===== config.mk =====
export PLATFORM = sky130hd
export DESIGN_NAME = clock_mode_ctrl
export DESIGN_NICKNAME = d
export VERILOG_FILES = /design/src/rtl/clock_mode_ctrl.sv
export SDC_FILE = /design/constraint.sdc
export NUM_CORES = 1
export LEC_CHECK = 0
export CORE_MARGIN = 1
export CORE_UTILIZATION = 45
export CTS_CLUSTER_SIZE = 8
export DETAILED_ROUTE_END_ITERATION = 16
export HOLD_SLACK_MARGIN = 0.08
export PLACE_DENSITY = 0.75
export SLEW_MARGIN = 20
export SYNTH_ARGS = -nofsm -noshare
export SYNTH_HDL_FRONTEND = slang
export SYNTH_SLANG_ARGS = --single-unit

===== constraint.sdc =====
create_clock -name clk -period 2.7 [get_ports clk]
set_input_delay 0.405 -clock clk [delete_from_list [all_inputs] [get_ports clk]]
set_output_delay 0.405 -clock clk [all_outputs]
set_load 0.05 [all_outputs]

===== src/rtl/clock_mode_ctrl.sv =====
// -----------------------------------------------------------------------------
// clock_mode_ctrl
//
// Mode sequencer for the digital clock. Sits between the debounced buttons and
// the time / stopwatch / alarm / date datapaths. It classifies mode presses
// as short or long, walks the TIME -> STW -> ALM -> DATE screens, runs one
// generic SET state per function with a field index, keeps NUM_ALARMS armed
// flags and abandons an idle set session after TIMEOUT_CYCLES.
//
// Optional feature macro: AUTO_REPEAT_EN
//   defined   : set_enable pulses on the switch rising edge and auto-repeats
//               while switch is held (REPEAT_DELAY, then every REPEAT_PERIOD)
//   undefined : set_enable follows the switch level inside SET states
//
// Ports
//   clk                    in  system clock
//   rst_n                  in  asynchronous active-low reset
//   mode                   in  debounced mode button (level)
//   display_mode           in  one-cycle pulse: alt display / lap / alarm select
//   switch                 in  debounced set/start button (level)
//   state                  out current state encoding (4 bits)
//   set_enable             out increment the selected field
//   set_sel                out one-hot field select (3 bits)
//   stopwatch_count_enable out stopwatch runs
//   data_load_enable       out commit edit register / freeze lap display
//   reg_load_enable        out copy live value into the edit register
//   alarm_enable           out per-alarm armed flags (registered)
//   alm_sel                out selected alarm channel (registered)
//   timeout_exit           out one-cycle pulse when a SET session is abandoned
// -----------------------------------------------------------------------------
module clock_mode_ctrl #(
  parameter int LONG_CYCLES    = 3,
  parameter int NUM_ALARMS     = 2,
  parameter int TIMEOUT_CYCLES = 1000,
  parameter int REPEAT_DELAY   = 8,
  parameter int REPEAT_PERIOD  = 4
) (
  input  logic                  clk,
  input  logic                  rst_n,
  input  logic                  mode,
  input  logic                  display_mode,
  input  logic                  switch,
  output logic [3:0]            state,
  output logic                  set_enable,
  output logic [2:0]            set_sel,
  output logic                  stopwatch_count_enable,
  output logic                  data_load_enable,
  output logic                  reg_load_enable,
  output logic [NUM_ALARMS-1:0] alarm_enable,
  output logic [1:0]            alm_sel,
  output logic                  timeout_exit
);

  typedef enum logic [3:0] {
    TIME_DISP  = 4'd0,
    TIME_DISP1 = 4'd1,
    TIME_SET   = 4'd2,
    STW_DISP   = 4'd3,
    STW_COUNT  = 4'd4,
    STW_LAP    = 4'd5,
    ALM_DISP   = 4'd6,
    ALM_SET    = 4'd7,
    DATE_DISP  = 4'd8,
    DATE_DISP1 = 4'd9,
    DATE_SET   = 4'd10
  } state_t;

  // Press counter only needs to reach LONG_CYCLES (saturation value).
  localparam int CNT_W = $clog2(LONG_CYCLES + 1);
  localparam logic [CNT_W-1:0] CNT_MAX  = CNT_W'(LONG_CYCLES);
  localparam logic [CNT_W-1:0] CNT_LONG = CNT_W'(LONG_CYCLES - 1);

  // Idle counter holds 0..TIMEOUT_CYCLES-1; the last value triggers the exit.
  localparam int IDLE_W = (TIMEOUT_CYCLES < 2) ? 1 : $clog2(TIMEOUT_CYCLES);
  localparam logic [IDLE_W-1:0] IDLE_LAST =
    IDLE_W'((TIMEOUT_CYCLES > 0) ? TIMEOUT_CYCLES - 1 : 0);

  localparam logic [1:0] ALM_LAST = 2'(NUM_ALARMS - 1);

  state_t                  state_reg, state_next;
  logic [CNT_W-1:0]        cnt_reg;
  logic                    mode_q_reg;
  logic                    switch_q_reg;
  logic [1:0]              field_reg, field_next;
  logic [IDLE_W-1:0]       idle_cnt_reg;
  logic [NUM_ALARMS-1:0]   alarm_enable_reg;
  logic [1:0]              alm_sel_reg;

  logic                    long_press;
  logic                    short_press;
  logic                    switch_rise;
  logic                    idle_hit;
  logic                    in_set;
  logic                    rep_pulse;
  logic                    alm_toggle;
  logic                    alm_step;
  logic [NUM_ALARMS-1:0]   alarm_toggle;
  logic [1:0]              field_last;
  logic [2:0]              sel_decode;

  function automatic logic is_set_state(input state_t s);
    return (s == TIME_SET) || (s == ALM_SET) || (s == DATE_SET);
  endfunction

  function automatic state_t parent_of(input state_t s);
    case (s)
      ALM_SET:  return ALM_DISP;
      DATE_SET: return DATE_DISP;
      default:  return TIME_DISP;
    endcase
  endfunction

  // ---------------------------------------------------------------------------
  // Press classification
  // long fires once per hold on the LONG_CYCLES-th high cycle; a release only
  // counts as short if the counter never saturated.
  // ---------------------------------------------------------------------------
  assign long_press  = mode & (cnt_reg == CNT_LONG);
  assign short_press = ~mode & mode_q_reg & (cnt_reg < CNT_MAX);
  assign switch_rise = switch & ~switch_q_reg;

  assign in_set   = is_set_state(state_reg);
  assign idle_hit = (TIMEOUT_CYCLES > 0) && (idle_cnt_reg == IDLE_LAST);

  // ---------------------------------------------------------------------------
  // Field handling: ALM has two fields, TIME and DATE have three.
  // Index 0 is always the middle field (min / month) so entry selects 010.
  // ---------------------------------------------------------------------------
  assign field_last = (state_reg == ALM_SET) ? 2'd1 : 2'd2;

  always_comb begin
    sel_decode = 3'b000;
    if (state_reg == ALM_SET) begin
      case (field_reg)
        2'd0:    sel_decode = 3'b010;
        2'd1:    sel_decode = 3'b100;
        default: sel_decode = 3'b000;
      endcase
    end else begin
      case (field_reg)
        2'd0:    sel_decode = 3'b010;
        2'd1:    sel_decode = 3'b001;
        2'd2:    sel_decode = 3'b100;
        default: sel_decode = 3'b000;
      endcase
    end
  end

  // ---------------------------------------------------------------------------
  // set_enable source
  // ---------------------------------------------------------------------------
`ifdef AUTO_REPEAT_EN
  localparam int REP_MAX = (REPEAT_DELAY > REPEAT_PERIOD) ? REPEAT_DELAY : REPEAT_PERIOD;
  localparam int REP_W   = (REP_MAX < 2) ? 1 : $clog2(REP_MAX + 1);

  logic [REP_W-1:0] rep_cnt_reg;

  // Down-counter: loaded with DELAY-1 on the rising edge, then reloaded with
  // PERIOD-1 each time it reaches zero while switch stays high.
  assign rep_pulse = switch_rise | (switch & switch_q_reg & (rep_cnt_reg == '0));

  always_ff @(posedge clk or negedge rst_n) begin
    if (!rst_n) begin
      rep_cnt_reg <= '0;
    end else if (!switch) begin
      rep_cnt_reg <= '0;
    end else if (switch_rise) begin
      rep_cnt_reg <= REP_W'(REPEAT_DELAY - 1);
    end else if (rep_cnt_reg == '0) begin
      rep_cnt_reg <= REP_W'(REPEAT_PERIOD - 1);
    end else begin
      rep_cnt_reg <= rep_cnt_reg - REP_W'(1);
    end
  end
`else
  logic unused_repeat_cfg;
  assign unused_repeat_cfg = (REPEAT_DELAY > 0) ^ (REPEAT_PERIOD > 0);
  assign rep_pulse         = switch;
`endif

  // ---------------------------------------------------------------------------
  // Alarm toggle decode: one enable per channel
  // ---------------------------------------------------------------------------
  generate
    for (genvar gi = 0; gi < NUM_ALARMS; gi++) begin : g_alarm
      assign alarm_toggle[gi] = alm_toggle & (alm_sel_reg == 2'(gi));
    end
  endgenerate

  // ---------------------------------------------------------------------------
  // Next-state and Mealy outputs. Priority: long > short > switch > display.
  // ---------------------------------------------------------------------------
  always_comb begin
    state_next             = state_reg;
    field_next             = field_reg;
    set_enable             = 1'b0;
    set_sel                = 3'b000;
    stopwatch_count_enable = 1'b0;
    data_load_enable       = 1'b0;
    reg_load_enable        = 1'b0;
    timeout_exit           = 1'b0;
    alm_toggle             = 1'b0;
    alm_step               = 1'b0;

    case (state_reg)
      TIME_DISP: begin
        if (long_press) begin
          state_next      = TIME_SET;
          reg_load_enable = 1'b1;
        end else if (short_press) begin
          state_next = STW_DISP;
        end else if (display_mode) begin
          state_next = TIME_DISP1;
        end
      end

      TIME_DISP1: begin
        if (display_mode) state_next = TIME_DISP;
      end

      TIME_SET, ALM_SET, DATE_SET: begin
        set_sel = sel_decode;
        if (long_press) begin
          state_next       = parent_of(state_reg);
          data_load_enable = 1'b1;
        end else if (short_press) begin
          field_next = (field_reg == field_last) ? 2'd0 : field_reg + 2'd1;
        end else if (switch) begin
          set_enable = rep_pulse;
        end else if (idle_hit) begin
          // Edit is discarded: no data_load_enable on this exit.
          state_next   = parent_of(state_reg);
          timeout_exit = 1'b1;
        end
      end

      STW_DISP: begin
        if (short_press) begin
          state_next = ALM_DISP;
        end else if (switch) begin
          state_next             = STW_COUNT;
          stopwatch_count_enable = 1'b1;
        end
      end

      STW_COUNT: begin
        stopwatch_count_enable = 1'b1;
        if (switch) begin
          state_next = STW_DISP;
        end else if (display_mode) begin
          state_next       = STW_LAP;
          data_load_enable = 1'b1;
        end
      end

      STW_LAP: begin
        stopwatch_count_enable = 1'b1;
        data_load_enable       = 1'b1;
        if (switch) begin
          state_next = STW_DISP;
        end else if (display_mode) begin
          state_next = STW_COUNT;
        end
      end

      ALM_DISP: begin
        if (long_press) begin
          state_next      = ALM_SET;
          reg_load_enable = 1'b1;
        end else if (short_press) begin
          state_next = DATE_DISP;
        end else if (switch_rise) begin
          alm_toggle = 1'b1;
        end else if (display_mode) begin
          alm_step = 1'b1;
        end
      end

      DATE_DISP: begin
        if (long_press) begin
          state_next      = DATE_SET;
          reg_load_enable = 1'b1;
        end else if (short_press) begin
          state_next = TIME_DISP;
        end else if (display_mode) begin
          state_next = DATE_DISP1;
        end
      end

      DATE_DISP1: begin
        if (display_mode) state_next = DATE_DISP;
      end

      default: state_next = TIME_DISP;
    endcase
  end

  // ---------------------------------------------------------------------------
  // State registers
  // ---------------------------------------------------------------------------
  always_ff @(posedge clk or negedge rst_n) begin
    if (!rst_n) begin
      state_reg        <= TIME_DISP;
      cnt_reg          <= '0;
      mode_q_reg       <= 1'b0;
      switch_q_reg     <= 1'b0;
      field_reg        <= 2'd0;
      idle_cnt_reg     <= '0;
      alarm_enable_reg <= '0;
      alm_sel_reg      <= 2'd0;
    end else begin
      state_reg    <= state_next;
      mode_q_reg   <= mode;
      switch_q_reg <= switch;

      if (!mode) begin
        cnt_reg <= '0;
      end else if (cnt_reg != CNT_MAX) begin
        cnt_reg <= cnt_reg + CNT_W'(1);
      end

      // Outside SET states both are held at zero, so every entry starts fresh.
      if (!in_set) begin
        field_reg    <= 2'd0;
        idle_cnt_reg <= '0;
      end else begin
        field_reg <= field_next;
        if (long_press || short_press || switch) begin
          idle_cnt_reg <= '0;
        end else if (!idle_hit) begin
          idle_cnt_reg <= idle_cnt_reg + IDLE_W'(1);
        end
      end

      alarm_enable_reg <= alarm_enable_reg ^ alarm_toggle;
      if (alm_step) begin
        alm_sel_reg <= (alm_sel_reg == ALM_LAST) ? 2'd0 : alm_sel_reg + 2'd1;
      end
    end
  end

  assign state        = state_reg;
  assign alarm_enable = alarm_enable_reg;
  assign alm_sel      = alm_sel_reg;

endmodule


==> metrics.cfg <==
[place]
gp_congestion=0.958
post-dp-hpwl_mm=2.58
pre_cts_ws_ns=0.170
port_buffers=20

[synth]
yosysWarningCount=0
synth_commonest_cells=dfrtp_1, nor2_1, nand2_1
async_flop_share_pct=100
syn_nets=177
avgSynthCellArea_um2=9.18
synth_area_um2=1520
syn_inst=166
synth_ff_type=dfrtp_1
synth_top_area_share_pct=39.4
synth_top_cell_by_area=dfrtp_1
synth.most_common_cell=dfrtp_1
ys_ff_latch=24
synth_seq_area_share_pct=39.4
synth-edff-count=0
yosysUniqueCellTypes=48
yosys-top-cells-area=dfrtp_1, nor2_1, ha_1, a21oi_1, nand2_1

[sta]
rsz0062_at_grt=no
layout_worst_path_cycle_share_pct=93.2
fmax_ghz=0.398
worst_pin_slew_ns=0.513
setup_slack_ns=0.185
hold_viol_final=0
finalWorstPathRequiredPeriod_ns=2.52
timing.slew.headroom_pct=65.7
slew_violations=0
fin_setup_tns_ns=0
fin_worst_skew_ns=0.0109
setup_viol=0

[drt]
wl_per_cell_um=14.3
firstDrtPassIters=4
drt_wl_total_mm=3.37
viasPerCell=5.59
drc=0
drt.antenna.violating_nets=0
num_vias=1319
drtIter0Drc=60

[clock_network]
cts_tree=built
ctsResizeCount=0
numCtsBuffers=3
clock_path_buffers=2
clk_latency_ns=0.32
path_clk_slew_ns=0.14
post_cts_buffers=0
htreeDepth=1
clkSinkCount=24
root_buffer=clkbuf_4
holdBufCountCts=0

[worst_setup_path]
reg2reg_slack_ns=0.50
path_delay_family=buffers and inverters
startpoint=state[2]$_DFFE_PN0P_
startpoint_type=register
r2r_start=cnt_reg[0]$_DFFE_PN0P_
r2r_cells=7
path_cells=nor2_2 -> and3_1 -> clkdlybuf4s50_1
crit_end=set_sel[0]
worstPathMaxFanout=6
critPathSlowestCell=clkdlybuf4s50_1
max_stage_delay_ns=0.79
path_buf_inv=1
crit_cells=3
worstPathArrival_ns=2.11
worst_setup_path_end_kind=primary output
r2r_end=state[2]$_DFFE_PN0P_
worstSetupPathType=reg2out
worstPathRequired_ns=2.30

[power_and_ir_drop]
p_leak_nw=0.829
ir_drop_v=0.000606
clkPwrFrac_pct=14.2
comb_power_share_pct=57.8
p_int_mw=0.972
power.switching_mw=0.848
seqPwrFrac_pct=28.0
switching_share_pct=46.6
p_per_area_nw_per_um2=948

[worst_hold_path]
hold_class=in2async

[floorplanning]
io_pins=21
rows=20
die_x_um=60.2
start_util_pct=48.7
core_area_um2=3130
dieArea_um2=3620
fp.dieH_um=60.2

[finish]
drive_gt1_share_pct=16.1
fin_nets=204
syn2layout_area_growth_pct=25.9
antenna_cells=0
largest_reg_flops=10

[global_routing]
grt-ovfl-total=0
grt_pass1_vias=1216
grt_pass1_wl_mm=5.60
antenna_found_initial=0
grtUsageTotal_pct=20.7
grt_max_degree=25

[status]
outcome=completed

[flow_run]
cap_violations=0

per-stage QoR:
stage | util, % | cells | area, µm² | total power [mW] | hold WS [ns]
detailed placement | 59.7 | 232 | 1870 | 1.56 | 0.466
finish | 61.4 | 236 | 1920 | 1.82 | 0.421
CTS | 61.4 | 236 | 1920 | 1.82 | 0.423
global route | 61.4 | 236 | 1920 | 1.93 | 0.446
global placement | 59.7 | 232 | 1870 | 1.54 | 0.457
floorplan | - | 166 | 1530 | 1.22 | 0.109
layout make-up:
| type | instances | area, µm² |
|---|---|---|
| well taps | 44 | 55.1 |
| multi-input cells | 127 | 865 |
| fillers | 262 | 1210 |
| repair buffers | 30 | 320 |
| inverters | 7 | 26.3 |
| clock buffers | 3 | 22.5 |
| clock inverters | 1 | 30.0 |
| flip-flops and latches | 24 | 601 |
kinds of logic after synthesis:
kind of cell               share of synthesized area (%)
adders and majority gates                           4.93
buffers and inverters                               4.35
DFF                                                 39.4
muxes                                               3.53
and+or+nand+nor                                     27.0
xor gates and xnor gates                            5.75
AOI/OAI and AO/OA                                   15.0
power by group through the flow:
stage                     logic, mW  registers, mW  clock network, mW
after global routing           1.13          0.522              0.279
after global placement         1.03          0.514                  0
after floorplan               0.584          0.633                  0
after detailed placement       1.05          0.516                  0
after CTS                      1.05          0.508              0.265
final                          1.05          0.509              0.258
worst min path at each step:
stage,depth (start not counted),endpoint,slack [ns]
after floorplan,0,alarm_enable[0]$_DFF_PN0_,0.11
after global placement,1,alarm_enable[1]$_DFF_PN0_,0.46
after detailed placement,1,alarm_enable[0]$_DFF_PN0_,0.47
after CTS,2,alarm_enable[1]$_DFF_PN0_,0.42
after global routing,2,alarm_enable[1]$_DFF_PN0_,0.45
final,2,alarm_enable[1]$_DFF_PN0_,0.42
metal layers:
layer  up-vias  global-route usage (%)  share of wire (%)
li1        633                       -                  -
met1       647                    28.8                 46
met2        37                    33.8                 49
met3         2                    4.55                4.5
met4         0                    2.33               0.42
met5         -                       0                  0
placed cells by master (no fill, tap or decap), types with 6 or more instances in the layout:
cell	instances
ha_1	6
o21ai_0	6
dfrtp_1	24
buf_4	12
nor2_1	22
inv_1	7
clkdlybuf4s50_1	13
nand2_1	12
a21oi_1	10
Note: power is estimated with default switching activity, not from simulation.
